**src/rtl/paridade_pkg.sv**
```systemverilog
// Shared definitions for the serial parity checker.
//   state_t   : receiver FSM states
//   START_VAL : line level of a start bit
//   STOP_VAL  : line level of a valid stop bit
//   cnt_w()   : counter width that stays >= 1 for one-bit words
package paridade_pkg;

  typedef enum logic [1:0] {
    IDLE   = 2'd0,
    DATA   = 2'd1,
    PARITY = 2'd2,
    STOP   = 2'd3
  } state_t;

  localparam logic START_VAL = 1'b0;
  localparam logic STOP_VAL  = 1'b1;

  function automatic int cnt_w(input int n);
    return (n > 1) ? $clog2(n) : 1;
  endfunction

endpackage

```
**src/rtl/acumulador_paridade.sv**
```systemverilog
// One-bit running-parity register.
//   clk, reset : clock, async active-high reset
//   clr        : synchronous clear (wins over en)
//   en         : toggle q this cycle
//   q          : current parity
module acumulador_paridade (
  input  logic clk,
  input  logic reset,
  input  logic clr,
  input  logic en,
  output logic q
);

  always_ff @(posedge clk or posedge reset) begin
    if (reset)    q <= 1'b0;
    else if (clr) q <= 1'b0;
    else if (en)  q <= ~q;
  end

endmodule

```
**src/rtl/verificador_paridade_serial.sv**
```systemverilog
// Serial frame receiver with parity / stop-bit checking.
// Frame: start(0), DATA_BITS data LSB first, parity, stop(1).
//   clk, reset  : clock, async active-high reset
//   in_bit      : serial line, sampled when in_valid=1
//   in_valid    : one serial bit per strobed cycle
//   data_out    : last completed data word
//   frame_valid : one-cycle pulse per completed frame
//   parity_err  : parity mismatch on last frame
//   frame_err   : stop bit was 0 on last frame
//   busy        : receiver outside IDLE
module verificador_paridade_serial
  import paridade_pkg::*;
#(
  parameter int DATA_BITS  = 8,
  parameter int ODD_PARITY = 0
) (
  input  logic                 clk,
  input  logic                 reset,
  input  logic                 in_bit,
  input  logic                 in_valid,
  output logic [DATA_BITS-1:0] data_out,
  output logic                 frame_valid,
  output logic                 parity_err,
  output logic                 frame_err,
  output logic                 busy
);

  localparam int            CW   = cnt_w(DATA_BITS);
  localparam logic [CW-1:0] LAST = CW'(DATA_BITS - 1);
  localparam logic          ODD  = (ODD_PARITY != 0);

  state_t               state;
  logic [CW-1:0]        cnt;
  logic [DATA_BITS-1:0] shreg, shreg_nxt;
  logic                 err_pend;
  logic                 par_q, par_clr, par_en;

  // LSB-first: new bits enter at the top, so after DATA_BITS shifts the
  // first received bit sits at bit 0.
  generate
    if (DATA_BITS == 1) begin : g_sh1
      assign shreg_nxt = in_bit;
    end else begin : g_shn
      assign shreg_nxt = {in_bit, shreg[DATA_BITS-1:1]};
    end
  endgenerate

  // Parity restarts on the start bit and folds in every data '1'.
  assign par_clr = in_valid && (state == IDLE) && (in_bit == START_VAL);
  assign par_en  = in_valid && (state == DATA) && in_bit;

  acumulador_paridade u_par (
    .clk   (clk),
    .reset (reset),
    .clr   (par_clr),
    .en    (par_en),
    .q     (par_q)
  );

  assign busy = (state != IDLE);

  always_ff @(posedge clk or posedge reset) begin
    if (reset) begin
      state       <= IDLE;
      cnt         <= '0;
      shreg       <= '0;
      err_pend    <= 1'b0;
      data_out    <= '0;
      frame_valid <= 1'b0;
      parity_err  <= 1'b0;
      frame_err   <= 1'b0;
    end else begin
      frame_valid <= 1'b0;
      if (in_valid) begin
        case (state)
          IDLE: if (in_bit == START_VAL) begin
            state <= DATA;
            cnt   <= '0;
          end
          DATA: begin
            shreg <= shreg_nxt;
            if (cnt == LAST) begin
              cnt   <= '0;
              state <= PARITY;
            end else begin
              cnt <= cnt + CW'(1);
            end
          end
          PARITY: begin
            // par_q already includes the last data bit here.
            err_pend <= par_q ^ in_bit ^ ODD;
            state    <= STOP;
          end
          STOP: begin
            // Always back to IDLE; a bad stop bit is only flagged.
            data_out    <= shreg;
            parity_err  <= err_pend;
            frame_err   <= (in_bit != STOP_VAL);
            frame_valid <= 1'b1;
            state       <= IDLE;
          end
          default: state <= IDLE;
        endcase
      end
    end
  end

endmodule

```
**config.mk**
```make
export PLATFORM = sky130hd
export DESIGN_NAME = verificador_paridade_serial
export DESIGN_NICKNAME = d
export VERILOG_FILES = /design/src/rtl/paridade_pkg.sv /design/src/rtl/acumulador_paridade.sv /design/src/rtl/verificador_paridade_serial.sv
export SDC_FILE = /design/constraint.sdc
export NUM_CORES = 1
export LEC_CHECK = 0
export ABC_AREA = 1
export BUFFER_PORTS_ARGS = -buffer_cell sky130_fd_sc_hd__buf_2
export CAP_MARGIN = 20
export CORE_AREA = 2 2 49 51
export DETAILED_ROUTE_END_ITERATION = 8
export DIE_AREA = 0 0 51 53
export GPL_TIMING_DRIVEN = 0
export HOLD_SLACK_MARGIN = 0.03
export PLACE_DENSITY = 0.87
export SETUP_SLACK_MARGIN = 0.02
export SLEW_MARGIN = 20
export SYNTH_ARGS = -nofsm -noshare
export SYNTH_HDL_FRONTEND = slang
export SYNTH_SLANG_ARGS = --single-unit
```
**constraint.sdc**
```tcl
create_clock -name clk -period 4.15 [get_ports clk]
set_clock_uncertainty 0.2 [all_clocks]
set_input_delay 0.2075 -clock clk [delete_from_list [all_inputs] [get_ports clk]]
set_output_delay 0.2075 -clock clk [all_outputs]
set_load 0.005 [all_outputs]
```
==> summary.txt, run 1 <==
STA
  • Hold slack: 132 ps
  • Slew margin rel.: 80.3%
  • Max Transition Viols Final: 0
  • F_max: 0.565 GHz
  • RSZ-0062 raised after global routing: false
  • Finish-stage setup viols: 0
  • Final hold vios: 0
  • Setup TNS: 0 ps
  • Minimum clock period: 1770 ps
  • Period utilization: 42.7%
  • Worst Tran Pin Value: 294 ps

Clock network
  • Worst skew pair latency: 310 ps
  • Clock sinks: 26
  • Clk slew on worst S/H paths: 130 ps
  • H-tree depth: 1
  • CTS tree: yes
  • Root buffer cell: clkbuf_4
  • Clock buffer depth: 2
  • CTS resizes: 0
  • Cts bufs inserted: 3

Floorplanning
  • Placement row count: 17
  • I/O pin count: 16
  • Initial core utilization: 56.7%
  • Core Region: 0.00215 mm^2
  • Die width: 51 um
  • Die height: 53 um
  • DIE AREA: 0.00270 mm^2

Yosys
  • Number of synthesized flops with an enable pin: 0
  • Library cells used by synthesis: 15
  • Mapped Nets: 139
  • Post-synthesis register bit count: 26
  • Cell count after synthesis: 129
  • Synth top area share: 53.4%
  • Count leader, synth: nand2_1
  • Syn Std Cell Area: 0.00122 mm^2
  • Post-synth top cells: 41 x nand2_1, 26 x dfrtp_1, 19 x inv_1, 11 x o21ai_2, 8 x nand3_1
  • Synth area leader: dfrtp_1
  • Sequential area share after synthesis: 53.4%
  • Synth top area cells: dfrtp_1 53%, nand2_1 13%, o21ai_2 7.9%
  • Synthesized area per cell: 9.45 um^2
  • Top FF cell, synth: dfrtp_1
  • Synth warnings: 0
  • Synth async-reset ratio: 100%

Setup path
  • R2R setup slack: 2600 ps
  • R2R depth: 5
  • R2r startpoint: state[0]
  • Setup crit end kind: output port
  • CP max FO: 5
  • CP required: 3740 ps
  • Reg2reg end: state[0]
  • Worst Path Arrival: 1360 ps
  • Startpoint type of the worst setup path: flop
  • Crit Path Class: reg -> out

Place
  • I/O Buffers: 14
  • GP Congestion: 0.806
  • DP Wirelength: 1540 um

Cells and area
  • Fin nets: 162
  • Fillers: 177
  • Proportion of layout cells with a drive suffix above 1: 24.7%
  • Area delta synth->final: 15.2%
  • Register area: 651 um^2
  • Antenna Cells: 0
  • Multi-input gate area: 463 um^2

Drt
  • Avg WL per Cell: 12.1 um
  • Post-DR vias/cell: 5.02
  • TritonRoute pass-1 iters: 4
  • DRC Markers: 0
  • Starting DRC count in detailed routing: 31
  • Vias post-DR: 894
  • Post-route ant nets: 0
  • Final WL: 2150 um

Power
  • Pwr Density: 622 mW/mm^2
  • VDD IR max: 0.000321 V
  • P_leak: 0.783 nW

Global routing
  • Largest net degree at the start of global routing: 27
  • Vias in the first global route: 900
  • First-pass GRT wire length: 3780 um
  • Total global routing overflow: 0
  • Antenna violations before repair: 0
  • GRT Overall Usage: 19.3%

Job
  • Max Cap Viol: 0

Status
  • Status: finished clean

Hold path
  • HP Class: in -> async
[through the flow]
stage	std cells	power [mW]	util, %	worst slack (ps)	area, um^2
global placement	171	0.748	61.6	2690	1320
detailed placement	171	0.771	61.6	2650	1320
finish	178	0.874	65.3	2380	1400
CTS	177	0.880	64.1	2380	1380
floorplan	129	0.663	-	2760	1220
global route	178	0.957	65.3	2300	1400
[registers in the layout, indices dropped and copies added (netlist names)]
signal       flops
frame_err        1
shreg            8
cnt              3
data_out         8
u_par.q          1
frame_valid      1
err_pend         1
state            2
parity_err       1
[power by group]
part,leakage (nW),total (mW),switching [mW],internal (mW)
logic,0.428,0.363,0.212,0.151
registers,0.341,0.409,0.0563,0.352
clock network,0.0138,0.102,0.0680,0.0339
total,0.783,0.874,0.336,0.537
[critical path: stages, from the launching register on]
cell and delay [ps]:
dfrtp_1 450, inv_1 100, ha_1 260, inv_1 100, buf_2 140
[cells in the final DEF, fill, tap and decap left out]
cell / n
a21oi_1: 1
inv_1: 18
ha_1: 6
nand2_1: 41
nor2_1: 2
o21ai_2: 11
dfrtp_1: 26
nand4_1: 1
nand3_1: 8
buf_2: 14
dlygate4sd3_1: 3
buf_6: 3
nand2_4: 2
nand3_2: 2
buf_16: 1
clkbuf_4: 3
clkinv_1: 1
or2_2: 1
o21ai_0: 2
o21ai_1: 4
[worst max path at each step]
stage	start	endpoint	slack, ps	cells after the start
2_1_floorplan	state[0]	state[0]	2760	5
3_3_place_gp	state[1]	shreg[0]	2690	6
3_5_place_dp	state[1]	cnt[1]	2650	6
4_1_cts	state[0]	busy	2380	4
5_1_grt	state[0]	busy	2300	4
6_report	state[0]	busy	2380	4
[final cells by class]
| class | count | share of cell area [%] |
|---|---|---|
| Sequential cell | 26 | 46.3 |
| Timing Repair Buffer | 18 | 9.09 |
| Clock buffer | 3 | 1.60 |
| Multi-Input combinational cell | 81 | 33.0 |
| Tap cell | 28 | 2.50 |
| Inverter | 19 | 5.08 |
| Buffer | 3 | 2.41 |
[kinds of logic (layout without fill, tap and decap cells)]
| kind of cell | Yosys count | in the layout | synth area share, % |
|---|---|---|---|
| AO/OA/AOI/OAI | 18 | 18 | 10.8 |
| adder cells (fa/ha/maj) | 6 | 6 | 6.16 |
| buffers and inverters | 22 | 43 | 8.62 |
| flip-flops | 26 | 26 | 53.4 |
| AND/OR/NAND/NOR | 57 | 57 | 21.0 |
[layer usage]
metal,track usage (%),wire length (um),up-vias
met5,0,0,-
li1,-,-,447
met4,6.76,23,0
met3,3.39,62,4
met2,36.8,1130,18
met1,21.4,932,425
[timing repair]
action	CTS	global route
buffers inserted	0	0
endpoints found under the setup margin	0	0
hold buffers	3	0
hold endpoints to repair	30	0
Power figures use the tool's default switching activity.
==> inputs of run 2 (changes only) <==
--- a/config.mk
+++ b/config.mk
@@ -8,12 +8,12 @@
 export ABC_AREA = 1
 export BUFFER_PORTS_ARGS = -buffer_cell sky130_fd_sc_hd__buf_2
 export CAP_MARGIN = 20
-export CORE_AREA = 2 2 49 51
+export CORE_AREA = 2 2 51 53
 export DETAILED_ROUTE_END_ITERATION = 8
-export DIE_AREA = 0 0 51 53
+export DIE_AREA = 0 0 53 55
 export GPL_TIMING_DRIVEN = 0
 export HOLD_SLACK_MARGIN = 0.03
-export PLACE_DENSITY = 0.87
+export PLACE_DENSITY = 0.82
 export SETUP_SLACK_MARGIN = 0.02
 export SLEW_MARGIN = 20
 export SYNTH_ARGS = -nofsm -noshare
==> constraint.sdc (replaced) <==
create_clock -name clk -period 1.8 [get_ports clk]
set_clock_uncertainty 0.2 [all_clocks]
set_input_delay 0.09 -clock clk [delete_from_list [all_inputs] [get_ports clk]]
set_output_delay 0.09 -clock clk [all_outputs]
set_load 0.005 [all_outputs]
==> summary.txt, run 2 (synthesized netlist as in run 1, its figures left out) <==
Clock network
  • Clk slew on worst S/H paths: 130 ps (about the same)
  • CTS resizes: 0 (unchanged)
  • Clock buffer depth: 2 (unchanged)
  • Cts bufs inserted: 3 (unchanged)
  • Post-CTS Repair Setup Buffers: 0 (unchanged)
  • CTS tree: yes (unchanged)
  • H-tree depth: 1 (unchanged)
  • # hold bufs at CTS: 3 (unchanged)
  • Root buffer cell: clkbuf_4 (unchanged)
  • Clock sinks: 26 (unchanged)
  • Worst skew pair latency: 310 ps (about the same)

Drt
  • Avg WL per Cell: 11.7 um (was 12.1 um)
  • Starting DRC count in detailed routing: 16 (was 31)
  • TritonRoute pass-1 iters: 4 (unchanged)
  • DRC Markers: 0 (unchanged)
  • Post-route ant nets: 0 (unchanged)
  • Final WL: 2100 um (was 2150 um)
  • Post-DR vias/cell: 4.97 (was 5.02)
  • Vias post-DR: 889 (was 894)

Floorplanning
  • Core Region: 0.00236 mm^2 (was 0.00215 mm^2)
  • Die height: 55 um (was 53 um)
  • DIE AREA: 0.00292 mm^2 (was 0.00270 mm^2)
  • Placement row count: 18 (was 17)
  • I/O pin count: 16 (unchanged)
  • Initial core utilization: 51.5% (was 56.7%)
  • Die width: 53 um (was 51 um)

Setup path
  • CP max FO: 5 (unchanged)
  • Most used cell, CP: inv_1 (unchanged)
  • CP delay by family, top: flip-flops (unchanged)
  • Setup crit end kind: output port (unchanged)
  • Startpoint type of the worst setup path: flop (unchanged)
  • R2R depth: 6 (was 5)
  • Worst path cell trace: inv_1 -> ha_1 -> inv_1 -> buf_2 (unchanged)
  • R2r startpoint: state[1] (was state[0])
  • CP required: 1510 ps (was 3740 ps)
  • Buf/Inv on CP: 3 (unchanged)
  • Worst Path Arrival: 1300 ps (was 1360 ps)
  • R2R setup slack: 270 ps (was 2600 ps)
  • Reg2reg end: shreg[1] (was state[0])
  • Crit Path Class: reg -> out (unchanged)
  • Slowest cell delay on critical path: 440 ps (was 450 ps)
  • Slowest CP cell: dfrtp_1 (unchanged)

STA
  • F_max: 0.628 GHz
  • Slew margin rel.: 39.2% (was 80.3%)
  • Period utilization: 88.4%
  • Minimum clock period: 1590 ps
  • RSZ-0062 raised after global routing: false (unchanged)
  • Max Transition Viols Final: 0 (unchanged)
  • Worst Tran Pin Value: 907 ps (was 294 ps)
  • Final hold vios: 0 (unchanged)
  • Finish-stage setup viols: 0 (unchanged)
  • Setup TNS: 0 ps (unchanged)

Power
  • Flop pwr share: 47.1% (was 46.8%)
  • Clock share of power: 11.6% (was 11.7%)
  • Pwr Total: 1.99 mW (was 874 uW)
  • Internal cell power: 1.23 mW (was 537 uW)
  • Sw Ratio: 38.2% (was 38.5%)
  • Psw: 761 uW (was 336 uW)
  • P_leak: 0.770 nW (was 0.783 nW)
  • Pwr Density: 1450 mW/mm^2 (was 622 mW/mm^2)
  • Combinational Power Share: 41.3% (was 41.6%)
  • VDD IR max: 0.000693 V (was 0.000321 V)

Cells and area
  • Fin nets: 161 (was 162)
  • Register area: 651 um^2 (unchanged)
  • Most common cell after layout, fill and taps aside: nand2_1 (unchanged)
  • Final instance area: 0.00138 mm^2 (was 0.00140 mm^2)
  • Fillers: 225 (was 177)
  • Area delta synth->final: 13.1% (was 15.2%)
  • Largest registers: data_out: 8 flops, shreg: 8 flops, cnt: 3 flops (unchanged)
  • Commonest cells after routing, fill and taps aside: 41 x nand2_1, 26 x dfrtp_1, 18 x inv_1 (unchanged)
  • Antenna Cells: 0 (unchanged)
  • Multi-input gate area: 463 um^2 (unchanged)
  • Proportion of layout cells with a drive suffix above 1: 24.2% (was 24.7%)

Global routing
  • Antenna violations before repair: 0 (unchanged)
  • GR peak layer: met2 (unchanged)
  • Met1 Use GR: 20.5% (was 21.4%)
  • Total global routing overflow: 0 (unchanged)
  • First-pass GRT wire length: 3640 um (was 3780 um)
  • GRT met3 Usage: 2.69% (was 3.39%)
  • Vias in the first global route: 868 (was 900)
  • Largest net degree at the start of global routing: 27 (unchanged)
  • GRT Overall Usage: 17.3% (was 19.3%)
  • Met2 usage: 32.3% (was 36.8%)

Place
  • I/O Buffers: 14 (unchanged)
  • Placed standard-cell area: 0.00133 mm^2 (was 0.00132 mm^2)
  • DP Wirelength: 1560 um (was 1540 um)
  • GP Congestion: 0.715 (was 0.806)

Job
  • Max Cap Viol: 0 (unchanged)

Status
  • Status: finished clean (unchanged)

Hold path
  • HP Class: in -> async (unchanged)
## run 2: cell count changes in the layout (fill, tap and decap cells not counted)
cell,change
buf_16,-1
## run 2: area by class of cell
class	instances	area share [%]
tap	30	2.72
multi-input combinational	81	33.6
inverter	19	5.17
timing repair buffer	17	7.26
sequential	26	47.2
clock buffer	3	1.63
buffer	3	2.45
## run 2: how the worst max path moves through the flow
stage,from,endpoint,slack (ps),cells after the start
6_report,state[0],busy,210,4
5_1_grt,state[0],busy,90,4
4_1_cts,state[0],busy,190,4
3_5_place_dp,state[1],shreg[2],290,6
3_3_place_gp,state[1],shreg[0],330,6
2_1_floorplan,state[0],state[0],410,5
## run 2: power groups by stage
| stage | logic, mW | registers [mW] | clock network (mW) |
|---|---|---|---|
| after global placement | 0.785 | 0.941 | 0 |
| after CTS | 0.839 | 0.943 | 0.244 |
| after detailed placement | 0.831 | 0.955 | 0 |
| final | 0.823 | 0.940 | 0.231 |
| after global routing | 0.960 | 0.968 | 0.260 |
| after floorplan | 0.586 | 0.944 | 0 |
## run 2: tightest hold or removal path, delay by kind of cell
kind                   cells  cell delay, ps
buffers and inverters      3            1120
## run 2: per-layer routing
metal / routed length, um / up-vias
met5: 0 / -
met2: 1080 / 14
met1: 940 / 434
met3: 74 / 0
met4: 0 / 0
li1: - / 441
## run 2: per-stage QoR
| step | utilization [%] | instances | setup WS, ps | hold slack [ps] |
|---|---|---|---|---|
| 3_5_place_dp | 56.1 | 173 | 286 | 161 |
| 3_3_place_gp | 56.1 | 173 | 334 | 145 |
| 4_1_cts | 58.3 | 179 | 186 | 293 |
| 2_1_floorplan | - | 129 | 408 | -70.0 |
| 5_1_grt | 58.3 | 179 | 89.9 | 262 |
| 6_report | 58.3 | 179 | 208 | 197 |
==> inputs of run 3 (changes only) <==
--- a/config.mk
+++ b/config.mk
@@ -6,16 +6,17 @@
 export NUM_CORES = 1
 export LEC_CHECK = 0
 export ABC_AREA = 1
-export BUFFER_PORTS_ARGS = -buffer_cell sky130_fd_sc_hd__buf_2
 export CAP_MARGIN = 20
-export CORE_AREA = 2 2 51 53
+export CORE_AREA = 2 2 49 51
 export DETAILED_ROUTE_END_ITERATION = 8
-export DIE_AREA = 0 0 53 55
+export DIE_AREA = 0 0 51 53
+export DONT_BUFFER_PORTS = 1
 export GPL_TIMING_DRIVEN = 0
 export HOLD_SLACK_MARGIN = 0.03
-export PLACE_DENSITY = 0.82
+export PLACE_DENSITY = 0.76
 export SETUP_SLACK_MARGIN = 0.02
 export SLEW_MARGIN = 20
 export SYNTH_ARGS = -nofsm -noshare
 export SYNTH_HDL_FRONTEND = slang
 export SYNTH_SLANG_ARGS = --single-unit
+export TNS_END_PERCENT = 100
==> summary.txt, run 3 (synthesized netlist as in run 1, its figures left out) <==
Status
  • Status: finished clean (unchanged)

STA
  • Minimum clock period: 1530 ps (was 1590 ps)
  • Hold slack: 199 ps (was 197 ps)
  • Period utilization: 84.8% (was 88.4%)
  • RSZ-0062 raised after global routing: false (unchanged)
  • Setup TNS: 0 ps (unchanged)
  • Finish-stage setup viols: 0 (unchanged)
  • Final hold vios: 0 (unchanged)
  • Worst Tran Pin Value: 950 ps (was 907 ps)
  • F_max: 0.655 GHz (was 0.628 GHz)
  • Setup WS post-layout: 273 ps (was 208 ps)
  • Max Transition Viols Final: 0 (unchanged)
  • Slew margin rel.: 36.6% (was 39.2%)

Clock network
  • Post-CTS Repair Setup Buffers: 0 (unchanged)
  • Clk slew on worst S/H paths: 140 ps (was 130 ps)
  • Clock buffer depth: 2 (unchanged)
  • Worst skew pair latency: 330 ps (was 310 ps)
  • CTS tree: yes (unchanged)
  • # hold bufs at CTS: 3 (unchanged)
  • Root buffer cell: clkbuf_4 (unchanged)
  • CTS resizes: 0 (unchanged)
  • Clock sinks: 26 (unchanged)
  • H-tree depth: 1 (unchanged)
  • Cts bufs inserted: 3 (unchanged)

Floorplanning
  • Core Region: 0.00215 mm^2 (was 0.00236 mm^2)
  • Die width: 51 um (was 53 um)
  • I/O pin count: 16 (unchanged)
  • Die height: 53 um (was 55 um)
  • Placement row count: 17 (was 18)
  • Initial core utilization: 56.7% (was 51.5%)
  • DIE AREA: 0.00270 mm^2 (was 0.00292 mm^2)

Place
  • # placed instances: 157 (was 173)
  • Pre-CTS setup slack: 297 ps (was 286 ps)
  • I/O Buffers: 0 (was 14)
  • DP Wirelength: 1460 um (was 1560 um)
  • Placed standard-cell area: 0.00125 mm^2 (was 0.00133 mm^2)
  • GP Congestion: 0.793 (was 0.715)

Cells and area
  • Fin util: 61.4% (was 58.3%)
  • Register area: 651 um^2 (unchanged)
  • Multi-input gate area: 463 um^2 (unchanged)
  • Commonest cells after routing, fill and taps aside: 41 x nand2_1, 26 x dfrtp_1, 19 x inv_1 (was 41 x nand2_1, 26 x dfrtp_1, 18 x inv_1)
  • Proportion of layout cells with a drive suffix above 1: 16.9% (was 24.2%)
  • Final instance area: 0.00132 mm^2 (was 0.00138 mm^2)
  • Fillers: 170 (was 225)
  • Largest registers: data_out: 8 flops, shreg: 8 flops, cnt: 3 flops (unchanged)
  • Area delta synth->final: 8.32% (was 13.1%)
  • Most common cell after layout, fill and taps aside: nand2_1 (unchanged)
  • Fin nets: 147 (was 161)
  • Fin cells: 164 (was 179)
  • Antenna Cells: 0 (unchanged)

Global routing
  • First-pass GRT wire length: 3390 um (was 3640 um)
  • Largest net degree at the start of global routing: 27 (unchanged)
  • GRT Overall Usage: 17.3% (about the same)
  • Total global routing overflow: 0 (unchanged)
  • Vias in the first global route: 799 (was 868)
  • Antenna violations before repair: 0 (unchanged)

Drt
  • TritonRoute pass-1 iters: 4 (unchanged)
  • Starting DRC count in detailed routing: 12 (was 16)
  • Avg WL per Cell: 12.6 um (was 11.7 um)
  • Post-DR vias/cell: 5.26 (was 4.97)
  • Post-route ant nets: 0 (unchanged)
  • DRC Markers: 0 (unchanged)
  • Vias post-DR: 862 (was 889)
  • Final WL: 2060 um (was 2100 um)

Power
  • Pwr Total: 1.97 mW (was 1.99 mW)
  • Clock share of power: 15.3% (was 11.6%)
  • Flop pwr share: 49.1% (was 47.1%)
  • Combinational Power Share: 35.6% (was 41.3%)
  • VDD IR max: 0.000691 V (was 0.000693 V)
  • Psw: 760 uW (was 761 uW)
  • Internal cell power: 1.21 mW (was 1.23 mW)
  • Sw Ratio: 38.7% (was 38.2%)
  • P_leak: 0.714 nW (was 0.770 nW)
  • Pwr Density: 1490 mW/mm^2 (was 1450 mW/mm^2)

Setup path
  • Startpoint type of the worst setup path: flop (unchanged)
  • Worst path cell trace: inv_1 -> ha_1 -> inv_1 -> nand3_2 -> nand2_1 -> nand2_1 -> nand2_1 (was inv_1 -> ha_1 -> inv_1 -> buf_2)
  • Setup crit end kind: flop (was output port)
  • Buf/Inv on CP: 2 (was 3)
  • Crit Path Class: reg -> reg (was reg -> out)
  • Slowest CP cell: dfrtp_1 (unchanged)
  • CP delay by family, top: flip-flops (unchanged)
  • CP max FO: 5 (unchanged)
  • CP required: 1830 ps (was 1510 ps)
  • Slowest cell delay on critical path: 440 ps (about the same)
  • Most used cell, CP: nand2_1 (was inv_1)
  • Worst Path Arrival: 1560 ps (was 1300 ps)

Job
  • Max Cap Viol: 0 (unchanged)

Hold path
  • HP Class: in -> async (unchanged)
==> run 3: worst paths after layout <==
path / start / to / slack (ps) / cells past startpoint
worst max-delay path: state[0] / cnt[1] / 270 / 7
min in group clk: shreg[1] / shreg[1] / 300 / 2
max in group asynchronous: reset / data_out[2] / 630 / 2
worst min register to register: shreg[1] / shreg[1] / 300 / 2
worst max register to register: state[0] / cnt[1] / 270 / 7
worst min-delay path: reset / state[0] / 200 / 2
==> run 3: layer usage <==
metal	wire length (um)	track usage, %	part of all wire (%)
met3	88	2.82	4.3
met1	908	22.0	44
met4	73	10.8	3.5
met2	994	27.7	48
met5	0	0	0
==> run 3: power groups by stage <==
| stage | Sequential, mW | Clock [mW] | Combinational, mW |
|---|---|---|---|
| 2_1_floorplan | 0.944 | 0 | 0.586 |
| 3_3_place_gp | 0.970 | 0 | 0.661 |
| 3_5_place_dp | 0.981 | 0 | 0.698 |
| 4_1_cts | 0.968 | 0.304 | 0.709 |
| 5_1_grt | 0.992 | 0.323 | 0.806 |
| 6_report | 0.965 | 0.301 | 0.699 |
==> run 3: final cells by class <==
cell class	count	share of cell area [%]
plain buffers	3	2.56
repair buffers	3	2.27
inverters	19	5.40
clock buffers	4	2.75
flip-flops and latches	26	49.3
well taps	28	2.65
multi-input cells	81	35.1
==> run 3: worst reg2reg max path: cells and delay by family, from the launching register on <==
kind / cells / cell delay [ps]
flops: 1 / 440
simple gates: 4 / 340
buf+inv: 2 / 210
fa+ha+maj: 1 / 250
